--- config.mk ---
export PLATFORM = sky130hd
export DESIGN_NAME = add_issue_ctrl
export DESIGN_NICKNAME = d
export VERILOG_FILES = /design/src/rtl/add_issue_pkg.sv /design/src/rtl/add_issue_ctrl_settle_counter.sv /design/src/rtl/add_issue_ctrl.sv
export SDC_FILE = /design/constraint.sdc
export NUM_CORES = 1
export LEC_CHECK = 0
export ABC_AREA = 1
export CAP_MARGIN = 30
export CORE_UTILIZATION = 25
export CTS_CLUSTER_SIZE = 40
export DETAILED_ROUTE_END_ITERATION = 12
export GPL_TIMING_DRIVEN = 0
export SETUP_SLACK_MARGIN = 0.2
export SLEW_MARGIN = 0
export SYNTH_ARGS = -nofsm -noshare
export SYNTH_HDL_FRONTEND = slang
export SYNTH_HIERARCHICAL = 1
export SYNTH_SLANG_ARGS = --single-unit
--- constraint.sdc ---
create_clock -name clk -period 4.7 [get_ports clk]
set_input_delay 0.94 -clock clk [delete_from_list [all_inputs] [get_ports clk]]
set_output_delay 0.94 -clock clk [all_outputs]
set_load 0.01 [all_outputs]
--- src/rtl/add_issue_pkg.sv ---
// Shared types and constants for the adder issue/capture stage.
package add_issue_pkg;

    localparam int DATA_W = 32;
    localparam int CNT_W  = 8;

    typedef enum logic [1:0] {
        IDLE,
        SETTLE,
        HOLD
    } issue_state_t;

endpackage

--- src/rtl/add_issue_ctrl_settle_counter.sv ---
// Settle-window down-counter: loads a start value, counts down to zero and
// then sits at zero until the next load.
module settle_counter
    import add_issue_pkg::*;
#(
    parameter int W = CNT_W
) (
    input  logic         clk,
    input  logic         rst,
    input  logic         i_load,
    input  logic [W-1:0] i_load_val,
    input  logic         i_dec,
    output logic         o_zero
);

    logic [W-1:0] r_count;

    always_ff @(posedge clk or posedge rst) begin
        if (rst) begin
            r_count <= '0;
        end else if (i_load) begin
            r_count <= i_load_val;
        end else if (i_dec && (r_count != '0)) begin
            r_count <= r_count - 1'b1;
        end
    end

    assign o_zero = (r_count == '0);

endmodule

--- src/rtl/add_issue_ctrl.sv ---
// Valid/ready issue stage for the combinational carry-skip adder: holds the
// operands for SETTLE_CYCLES, then captures sum/carry. ADD_ISSUE_OVF_EN adds out_ovf.
module add_issue_ctrl
    import add_issue_pkg::*;
#(
    parameter int SETTLE_CYCLES = 16
) (
    input  logic              clk,
    input  logic              rst,
    input  logic              in_valid,
    output logic              in_ready,
    input  logic [DATA_W-1:0] in_a,
    input  logic [DATA_W-1:0] in_b,
    output logic [DATA_W-1:0] add_a,
    output logic [DATA_W-1:0] add_b,
    input  logic [DATA_W-1:0] add_s,
    input  logic              add_cout,
    output logic              out_valid,
    input  logic              out_ready,
    output logic [DATA_W-1:0] out_sum,
    output logic              out_cout,
`ifdef ADD_ISSUE_OVF_EN
    output logic              out_ovf,
`endif
    output logic              busy
);

    localparam logic [CNT_W-1:0] LOAD_VAL = CNT_W'(SETTLE_CYCLES - 1);

    issue_state_t r_state;
    logic         w_in_fire;
    logic         w_cnt_zero;
    logic         w_cnt_dec;

    // A new pair is accepted from IDLE, or from HOLD on the same edge the result leaves.
    assign in_ready  = (r_state == IDLE) || ((r_state == HOLD) && out_ready);
    assign w_in_fire = in_valid && in_ready;
    assign out_valid = (r_state == HOLD);
    assign busy      = (r_state != IDLE);
    assign w_cnt_dec = (r_state == SETTLE);

    settle_counter #(
        .W(CNT_W)
    ) u_settle_counter (
        .clk        (clk),
        .rst        (rst),
        .i_load     (w_in_fire),
        .i_load_val (LOAD_VAL),
        .i_dec      (w_cnt_dec),
        .o_zero     (w_cnt_zero)
    );

    always_ff @(posedge clk or posedge rst) begin
        if (rst) begin
            r_state  <= IDLE;
            add_a    <= '0;
            add_b    <= '0;
            out_sum  <= '0;
            out_cout <= 1'b0;
`ifdef ADD_ISSUE_OVF_EN
            out_ovf  <= 1'b0;
`endif
        end else begin
            if (w_in_fire) begin
                add_a <= in_a;
                add_b <= in_b;
            end
            case (r_state)
                IDLE: begin
                    if (w_in_fire) begin
                        r_state <= SETTLE;
                    end
                end
                SETTLE: begin
                    if (w_cnt_zero) begin
                        out_sum  <= add_s;
                        out_cout <= add_cout;
`ifdef ADD_ISSUE_OVF_EN
                        out_ovf  <= (add_a[DATA_W-1] == add_b[DATA_W-1]) &&
                                    (add_s[DATA_W-1] != add_a[DATA_W-1]);
`endif
                        r_state  <= HOLD;
                    end
                end
                HOLD: begin
                    if (out_ready) begin
                        r_state <= in_valid ? SETTLE : IDLE;
                    end
                end
                default: begin
                    r_state <= IDLE;
                end
            endcase
        end
    end

endmodule

* After elaboration in Yosys (flattened, before gate mapping) *
Index checks and enable logic that the tools add are counted.

storage, ports and cells
  input bits = 101
  ROM bits = 0
  bits in writable memories = 0
  output and inout bits = 100
  logic and storage cells = 30
  flip-flop bits (word level) = 107
  bits in latches = 0
  memories kept = 0

cells by class
  equal/unequal tests = 5
  multiply operators = 0
  bitwise logic cells = 0
  add/sub/neg operators = 1
  shift-type cells = 0
  muxes and demuxes = 7
  reduce and logical (&&, ||, !) cells = 11
  div/mod/pow operators = 0
  order comparisons = 0

operators by type and width
  operator               number
  $mux W8                2
  $logic_not A8 Y1       1
  $reduce_bool A8 Y1     1
  $sub A8 B1 Y8 const B  1
  $mux W2                3
  $pmux W2 S3            1
  $ne A2 B1 Y1 const B   2
  $reduce_bool A2 Y1     2
  $logic_and A1 B1 Y1    3
  $reduce_and A3 Y1      1
  $eq A2 B1 Y1 const B   1
  $eq A2 B2 Y1 const B   1
  $logic_not A2 Y1       1
  $ne A2 B2 Y1 const B   1
  $reduce_and A2 Y1      1
  $logic_or A1 B1 Y1     1
  $mux W1                1

* Longest topological paths before layout *
Gate-level depths: netlist of the first run.

  depth after elaboration = 6
  gate-level depth with buffers = 12
  gate-level depth less buffers = 9

* By module *
The synthesis of the first run kept the hierarchy.

modules (own cells, without submodules)
  module          cells an instance  times used  area each (um^2)  sequential area each (um^2)
  add_issue_ctrl  445                1           4085.2            2477.4
  settle_counter  91                 1           633.1             200.2

* Worst setup path after synthesis of the first run *
Ideal clock, no wire load.

  path type = input -> register
  start = input port out_ready
  end = register u_settle_counter.r_count[1]
  arrival time = 2000 ps
  path buffers = 3
  stages = 10
  setup slack = 2581 ps
  data required time = 4582 ps
  setup time = 118 ps
  cells stage by stage = inv_1 -> nand2_1 -> nand3_2 -> buf_6 -> buf_4 -> inv_1 -> clkbuf_1 -> o21ai_0 -> nand2_1 -> o21ai_2

between the ends
  cells in the longest elaborated chain, start to end = 4
  elaborated cells on any way between the ends = 5
  those cells by class = 1 x mux; 4 x reduce/logical

ends and longest elaborated chain
  what                                                  RTL line                             source
  start: declaration                                    add_issue_ctrl.sv:19                 input logic out_ready,
  $logic_and A1 B1 Y1 *                                 add_issue_ctrl.sv:36                 assign in_ready = (r_state == IDLE) || ((r_state == HOLD) && out_ready);
  $logic_or A1 B1 Y1 *                                  add_issue_ctrl.sv:36
  $logic_and A1 B1 Y1 *                                 add_issue_ctrl.sv:37                 assign w_in_fire = in_valid && in_ready;
  via w_in_fire                                         add_issue_ctrl.sv:31                 logic w_in_fire;
  $mux W8 / $reduce_bool A2 Y1 (equally long branches)  -
  end signal: assignment                                add_issue_ctrl_settle_counter.sv:22  r_count <= i_load_val;
  end signal: assignment                                add_issue_ctrl_settle_counter.sv:24  r_count <= r_count - 1'b1;
  end: declaration                                      add_issue_ctrl_settle_counter.sv:16  logic [W-1:0] r_count;

The timed path passes the listed nets; every way through them passes the cells marked *.
A chain may end at the register's enable or synchronous reset.

* Worst setup path after layout of the first run *
  start = input port out_ready
  end = output port in_ready

between the ends
  cells in the longest elaborated chain, start to end = 2

ends and longest elaborated chain
  what                 RTL line              source
  $logic_and A1 B1 Y1  add_issue_ctrl.sv:36
  $logic_or A1 B1 Y1   add_issue_ctrl.sv:36
  end: declaration     add_issue_ctrl.sv:11  output logic in_ready,

No other way between the ends.

==> metrics.yaml, run 1 <==
status: "finished clean"
grt_start_max_net_pins: 58
dpl_cell_area_sq_mm: 0.00706
ir_drop_v: 0.000251
crit_path_max_fanout: 2
area_growth_pct: 55.9
clk_pin_slew_ps: 70
fin_crit_ps: 3070
slowest_delay_ps: 570
fin_skew_ps: 5.46
final_nets: 857
die-area_sq_mm: 0.0194
cts_setup_buffers: 0
tritoncts: "done"
hold_violations: 0
io_buffers: 200
antenna_cells: 0
holdPathStages: 2
r2r_end: "out_sum[9]"
grt_antenna_before_repair: 0
wl_per_cell_microns: 14.8
drtAntennaViolNets: 0
cpMaxStageDelayCell: "clkdlybuf4s50_1"
cp-start-kind: "input port"
cts_root_buf: "clkbuf_16"
min_path_type: "flip-flop to flip-flop"
holdCritStartpoint: "out_sum[22]"
endpoint_kind: "primary output"
place_hpwl_microns: 10700
row_count: 49
drtPass1Iterations: 4
vias: 4416
pin_count: 201
vias_per_cell: 4.47
die-height_microns: 139
cts_repair_resize_count: 0
fillers: 1842
cts-buffers-inserted: 9
fin_area_sq_mm: 0.00736
clockBufferDepth: 2
drt_iter0_markers: 213
worstPathArrival_ps: 2130
r2r_start: "u_settle_counter/r_count[0]"
cts_hold_buf: 0
yosysWarnings: 6
rsz0062_at_grt: "false"
seq_area_frac_synth: 0.567
synth_cells: 536
routed_wl_microns: 14600
h-tree-depth: 3
hold_end: "out_sum[22]"
clock_sinks: 107
power_leakage_nw: 3.48
tightest_slew_ps: 613
ys_seq_elements: 107
crit_type: "input port to primary output"
avgSynthCellArea_sq_um: 8.80
finalSetupViolCount: 0
grt_pass1_vias: 4393
multi_input_area_sq_mm: 0.00177
grt_pass1_wl_microns: 23400
period_share: 0.654
insertion_delay_ps: 350
gp_congestion: 0.755
grtUsageTotal: 0.154
die_w_microns: 139
regArea_sq_mm: 0.00268
required_ps: 3760
slew_headroom: 0.591
fmax_ghz: 0.325
yosysUniqueCellTypes: 25
powerDensity_mw_per_mm2: 621
crit_chain: "clkdlybuf4s50_1, inv_1, a21oi_1, clkdlybuf4s50_1"
synth_area_sq_mm: 0.00472
maxCapViolations: 0
drc: 0
drive_gt1_frac: 0.0817
r2r_setup_slack_ps: 2730
slew_violations: 0
r2r_cells: 8
initial_core_util: 0.259
fin_util: 0.404
core_area_sq_mm: 0.0182
crit_path_frequent_cell: "clkdlybuf4s50_1"
grt.overflow.total: 0
==> where the power goes <==
| group | switching, mW | internal, mW |
|---|---|---|
| logic | 1.05 | 1.11 |
| registers | 0.270 | 1.36 |
| clock network | 0.354 | 0.417 |
| total | 1.67 | 2.90 |
==> sequential cells by signal, summed over array words and instances, names as in the netlist <==
register and count:
r_state 2, add_b 32, add_a 32, out_sum 32
u_settle_counter/r_count 8, out_cout 1
==> metrics by stage <==
stage               cells  setup WS [ps]  hold slack [ps]  TNS (ps)  power, mW
global route          988           1600              485         0       4.91
detailed placement    972           1630              458         0       3.84
CTS                   988           1610              476         0       4.64
finish                988           1630              469         0       4.57
floorplan             542           1170              500         0       2.65
global placement      971           -686              453    -67250       3.80
==> layout make-up <==
type | count | area share
Sequential cell | 107 | 0.364
Timing Repair Buffer | 201 | 0.276
Multi-Input combinational cell | 378 | 0.240
Tap cell | 229 | 0.0390
Buffer | 40 | 0.0318
Clock buffer | 11 | 0.0316
Inverter | 17 | 0.00902
Clock inverter | 5 | 0.00867
==> cell usage in the layout (no fill, tap or decap) <==
master,instances
nand4_1,65
buf_16,1
nor2_1,7
nand3_1,47
conb_1,8
clkinvlp_4,1
inv_2,2
a21oi_1,1
nand3_2,2
clkbuf_16,9
o21ai_2,3
clkdlybuf4s50_1,200
bufinv_16,1
o21ai_4,1
nor3_1,1
or2_2,1
ha_1,2
inv_4,1
o21ai_0,5
clkinv_4,3
dfrtp_1,107
buf_1,4
buf_2,19
clkbuf_1,7
buf_4,8
o21ai_1,1
buf_6,4
nand2_1,226
nand2_4,3
xnor2_1,2
inv_1,14
nor2_4,3
==> cell families (layout without fill, tap and decap cells) <==
family,after synthesis,after routing,share of synthesized area
AOI/OAI and AO/OA,11,11,0.0164
xor gates and xnor gates,2,2,0.00371
adders and majority gates,2,2,0.00530
buffers and inverters,57,274,0.0631
DFF,107,107,0.567
other,2,8,0.00159
and+or+nand+nor,355,355,0.342
==> cell usage after synthesis (all sizes together) <==
master / n / area (sq um)
a21oi: 1 / 5.00
buf: 35 / 215
clkbuf: 5 / 18.8
conb: 2 / 7.51
dfrtp: 107 / 2680
ha: 2 / 25.0
inv: 17 / 63.8
nand2: 229 / 882
nand3: 49 / 255
nand4: 65 / 407
nor2: 10 / 60.1
nor3: 1 / 5.00
o21ai: 10 / 72.6
or2: 1 / 6.26
xnor2: 2 / 17.5
==> worst max-delay path: cells and delay by family <==
kind | cells | cell delay, ps
buffers and inverters | 3 | 1070
AOI/OAI and AO/OA | 1 | 120
==> how the worst max path moves through the flow <==
stage          slack (ps)  cells past startpoint         to       from
3_5_place_dp         1630                      4   in_ready  out_ready
3_3_place_gp         -690                      2  add_a[10]        rst
2_1_floorplan        1170                      1   add_a[0]        rst
6_report             1630                      4   in_ready  out_ready
4_1_cts              1610                      4   in_ready  out_ready
5_1_grt              1600                      4   in_ready  out_ready
==> metal layers <==
layer,track usage,part of all wire,vias to the layer above
met2,0.243,0.46,148
met3,0.0485,0.077,13
met4,0.0427,0.013,0
li1,-,-,2192
met5,0,0,-
met1,0.202,0.45,2063
Note: power is estimated with default switching activity, not from simulation.
==> inputs of run 2 (changes only) <==
- clock period: 4.7 -> 2.87 ns (I/O delays scaled with it)
==> run 2 against run 1 <==
Setup slack got worse by 1300 ps. Global-route usage fell by 0.24 points. Sequential power rose by 64%. Register-to-register slack got worse by 1900 ps. Sequential share of layout area fell by 0.18 points.
==> metrics.yaml, run 2 (synthesis gave the netlist of run 1 again) <==
gp_congestion: 0.792
grt_pass1_vias: 4253
grt_antenna_before_repair: 0
endpoint_kind: "primary output"
slew_violations: 0
tightest_slew_ps: 657
slowest_delay_ps: 490
cpMaxStageDelayCell: "clkdlybuf4s50_1"
drtPass1Iterations: 4
cp-start-kind: "flip-flop"
maxCapViolations: 0
reg.largest.list: "add_a: 32 flops, add_b: 32 flops, out_sum: 32 flops"
die_w_microns: 139
h-tree-depth: 3
period_share: 0.884
slew_headroom: 0.562
power_leakage_nw: 3.49
cts-buffers-inserted: 9
grt_use_met1: 0.202
area_growth_pct: 56.7
wl_per_cell_microns: 14.5
crit_family: "buffers and inverters"
grt_use_met2: 0.240
hold_end: "add_b[6]"
core_area_sq_mm: 0.0182
final-instance-count-excl-fill: 990
r2r_start: "u_settle_counter/r_count[0]"
use_met3: 0.0420
antenna_cells: 0
drc: 0
holdCritStartpoint: "add_b[6]"
vias: 4419
rsz0062_at_grt: "false"
fmax_ghz: 0.394
finalSetupViolCount: 0
drtAntennaViolNets: 0
layout_setup_ws_ps: 333
row_count: 49
place_hpwl_microns: 10500
path_buf_inv: 4
fillers: 1858
clockBufferDepth: 2
pre_cts_slack_ps: 290
hold_violations: 0
dp_cells: 974
cts_hold_buf: 0
final_nets: 859
grt.overflow.total: 0
ir_drop_v: 0.000495
required_ps: 2300
drt_iter0_markers: 216
clock_sinks: 107
die-height_microns: 139
clk_pin_slew_ps: 70
power_mw: 7.47
powerDensity_mw_per_mm2: 1010
grt_start_max_net_pins: 39
pin_count: 201
grtUsageTotal: 0.151
initial_core_util: 0.259
final_cell_mix: "nand2_1 (226), clkdlybuf4s50_1 (200), dfrtp_1 (107), nand4_1 (65), nand3_1 (47)"
crit_type: "flip-flop to primary output"
r2r_setup_slack_ps: 860
crit_path_max_fanout: 10
multi_input_area_sq_mm: 0.00177
crit_chain: "inv_2, buf_2, clkbuf_4, nand2_1, clkdlybuf4s50_1"
io_buffers: 200
tritoncts: "done"
regArea_sq_mm: 0.00268
r2r_end: "out_sum[16]"
fin_skew_ps: 6.73
cts_root_buf: "clkbuf_16"
grt_pass1_wl_microns: 23300
worstPathArrival_ps: 1960
finalSetupTns_ps: 0
min_path_type: "flip-flop to flip-flop"
insertion_delay_ps: 340
fin_crit_ps: 2540
die-area_sq_mm: 0.0194
r2r_cells: 8
vias_per_cell: 4.46
fin_util: 0.406
gr-max-usage-layer: "met2"
holdPathStages: 2
status: "finished clean"
drive_gt1_frac: 0.0841
routed_wl_microns: 14400
final_common_cell: "nand2_1"
[run 2: worst min-delay path, delay by kind of cell, from the launching register on]
| family | cells | cell delay, ps |
|---|---|---|
| DFF | 1 | 340 |
| and+or+nand+nor | 2 | 100 |
[run 2: what timing repair did]
action,in CTS,in global routing
endpoints found under the setup margin,0,1
buffers inserted,0,0
resized for setup,0,1
[run 2: power by group]
group	internal [mW]	switching, mW
clock network	0.701	0.559
logic	1.83	1.70
registers	2.23	0.436
total	4.77	2.70
[run 2: cell type report]
cell class / count / share of cell area
plain buffers: 40 / 0.0320
clock inverters: 4 / 0.00677
inverters: 17 / 0.00914
clock buffers: 12 / 0.0333
well taps: 229 / 0.0388
multi-input cells: 378 / 0.239
flip-flops and latches: 107 / 0.362
repair buffers: 203 / 0.279
[run 2: worst max path at each step]
stage	from	end	slack, ps	cells past startpoint
2_1_floorplan	rst	add_a[0]	1120	1
3_3_place_gp	rst	add_a[24]	-100	2
3_5_place_dp	out_ready	u_settle_counter/r_count[1]	290	11
4_1_cts	r_state[0]	busy	240	5
5_1_grt	r_state[0]	busy	200	5
6_report	r_state[0]	busy	330	5
[run 2: metrics by stage]
stage,cell area (sq um),hold slack (ps)
floorplan,4740,390
global placement,7030,452
detailed placement,7090,459
CTS,7390,475
global route,7390,497
finish,7390,470
[run 2: routing by layer]
metal / routed length (microns) / vias to the layer above
met4: 121 / 0
met1: 6660 / 2079
met3: 1000 / 10
met5: 0 / -
li1: - / 2195
met2: 6590 / 135
==> inputs of run 3 (changes only) <==
- clock period: 2.87 -> 2.85 ns (I/O delays scaled with it)
==> run 3 against run 2 <==
Flip-flop and latch count stayed put. Non-clock buffer count is the same. Total power grew 0.74%. First-iteration DRC count stayed put. Via count stayed put. Global-route usage unchanged. Critical path type unchanged. Highest routed layer unchanged.
==> metrics.yaml, run 3 (synthesis gave the netlist of run 1 again) <==
drive_gt1_frac: 0.0841
die-height_microns: 139
worstPathArrival_ps: 1920
clock_sinks: 107
cpMaxStageDelayCell: "clkdlybuf4s50_1"
required_ps: 2280
slew_violations: 0
fin_util: 0.406
finalSetupTns_ps: 0
r2r_cells: 8
grt_pass1_vias: 4253
final_nets: 859
fin_skew_ps: 6.73
status: "finished clean"
cp-start-kind: "flip-flop"
wl_per_cell_microns: 14.5
drc: 0
gp_congestion: 0.792
clockBufferDepth: 2
holdCritStartpoint: "add_b[6]"
pin_count: 201
tritoncts: "done"
hold_end: "add_b[6]"
crit_path_frequent_cell: "clkbuf_4"
fin_crit_ps: 2490
drtAntennaViolNets: 0
grtUsageTotal: 0.151
cts_root_buf: "clkbuf_16"
tightest_slew_ps: 657
fmax_ghz: 0.402
slew_headroom: 0.562
pre_cts_slack_ps: 274
initial_core_util: 0.259
grt.overflow.total: 0
crit_path_max_fanout: 10
layout_setup_ws_ps: 362
min_path_type: "flip-flop to flip-flop"
area_growth_pct: 56.7
ir_drop_v: 0.000499
antenna_cells: 0
cts_hold_buf: 0
holdPathStages: 2
drtPass1Iterations: 4
final_cell_mix: "nand2_1 (226), clkdlybuf4s50_1 (200), dfrtp_1 (107), nand4_1 (65), nand3_1 (47)"
endpoint_kind: "primary output"
final_common_cell: "nand2_1"
io_buffers: 200
maxCapViolations: 0
r2r_setup_slack_ps: 840
grt_start_max_net_pins: 39
r2r_start: "u_settle_counter/r_count[0]"
drt_iter0_markers: 216
crit_chain: "inv_2, clkbuf_4, clkbuf_4, nand2_1, clkdlybuf4s50_1"
core_area_sq_mm: 0.0182
power_leakage_nw: 3.49
place_hpwl_microns: 10500
die_w_microns: 139
cts-buffers-inserted: 9
finalSetupViolCount: 0
reg.largest.list: "add_a: 32 flops, add_b: 32 flops, out_sum: 32 flops"
r2r_end: "out_sum[16]"
routed_wl_microns: 14400
rsz0062_at_grt: "false"
die-area_sq_mm: 0.0194
hold_violations: 0
vias: 4419
whs_ps: 470
clk_pin_slew_ps: 70
crit_type: "flip-flop to primary output"
powerDensity_mw_per_mm2: 1020
h-tree-depth: 3
row_count: 49
period_share: 0.873
grt_antenna_before_repair: 0
insertion_delay_ps: 340
vias_per_cell: 4.46
slowest_delay_ps: 490
grt_pass1_wl_microns: 23300
run 3: area by class of cell:
| type | count | area [sq um] |
|---|---|---|
| Multi-Input combinational cell | 378 | 1770 |
| Clock inverter | 4 | 50.0 |
| Inverter | 17 | 67.6 |
| Fill cell | 1856 | 10800 |
| Timing Repair Buffer | 203 | 2060 |
| Buffer | 40 | 239 |
| Clock buffer | 12 | 246 |
| Sequential cell | 107 | 2680 |
| Tap cell | 229 | 287 |
run 3: worst max-delay path by stage:
stage	cells after the start	end	slack [ps]	from
floorplan	1	add_a[0]	1100	rst
global placement	2	add_a[24]	-110	rst
detailed placement	11	u_settle_counter/r_count[1]	270	out_ready
CTS	5	busy	230	r_state[0]
global route	5	busy	240	r_state[0]
finish	5	busy	360	r_state[0]
run 3: worst max-delay path: cells and delay by family, from the launching register on:
| kind | cells | cell delay (ps) |
|---|---|---|
| flip-flops | 1 | 420 |
| AND/OR/NAND/NOR | 1 | 80 |
| buffers and inverters | 4 | 1090 |
run 3: what timing repair did:
| item | in CTS | in global routing |
|---|---|---|
| hold endpoints to repair | 0 | 0 |
| endpoints found under the setup margin | 0 | 1 |
| gates resized for setup | 0 | 2 |
| buffers inserted | 0 | 0 |
run 3: power breakdown:
part / switching (mW) / leakage, nW / internal [mW] / total (mW)
sequential: 0.439 / 1.29 / 2.25 / 2.69
clock: 0.563 / 0.139 / 0.706 / 1.27
combinational: 1.72 / 2.05 / 1.85 / 3.56
run 3: per-layer routing:
| metal | GRT usage | part of all wire | vias up |
|---|---|---|---|
| met5 | 0 | 0 | - |
| met2 | 0.240 | 0.46 | 135 |
| met1 | 0.202 | 0.46 | 2079 |
| li1 | - | - | 2195 |
| met4 | 0.0404 | 0.0084 | 0 |
| met3 | 0.0420 | 0.070 | 10 |
run 3: stage by stage:
stage | instance area, sq um | std cells | power [mW]
floorplan | 4740 | 542 | 4.36
CTS | 7390 | 990 | 7.62
global placement | 7030 | 971 | 6.28
detailed placement | 7090 | 974 | 6.31
finish | 7390 | 990 | 7.52
global route | 7390 | 990 | 8.08
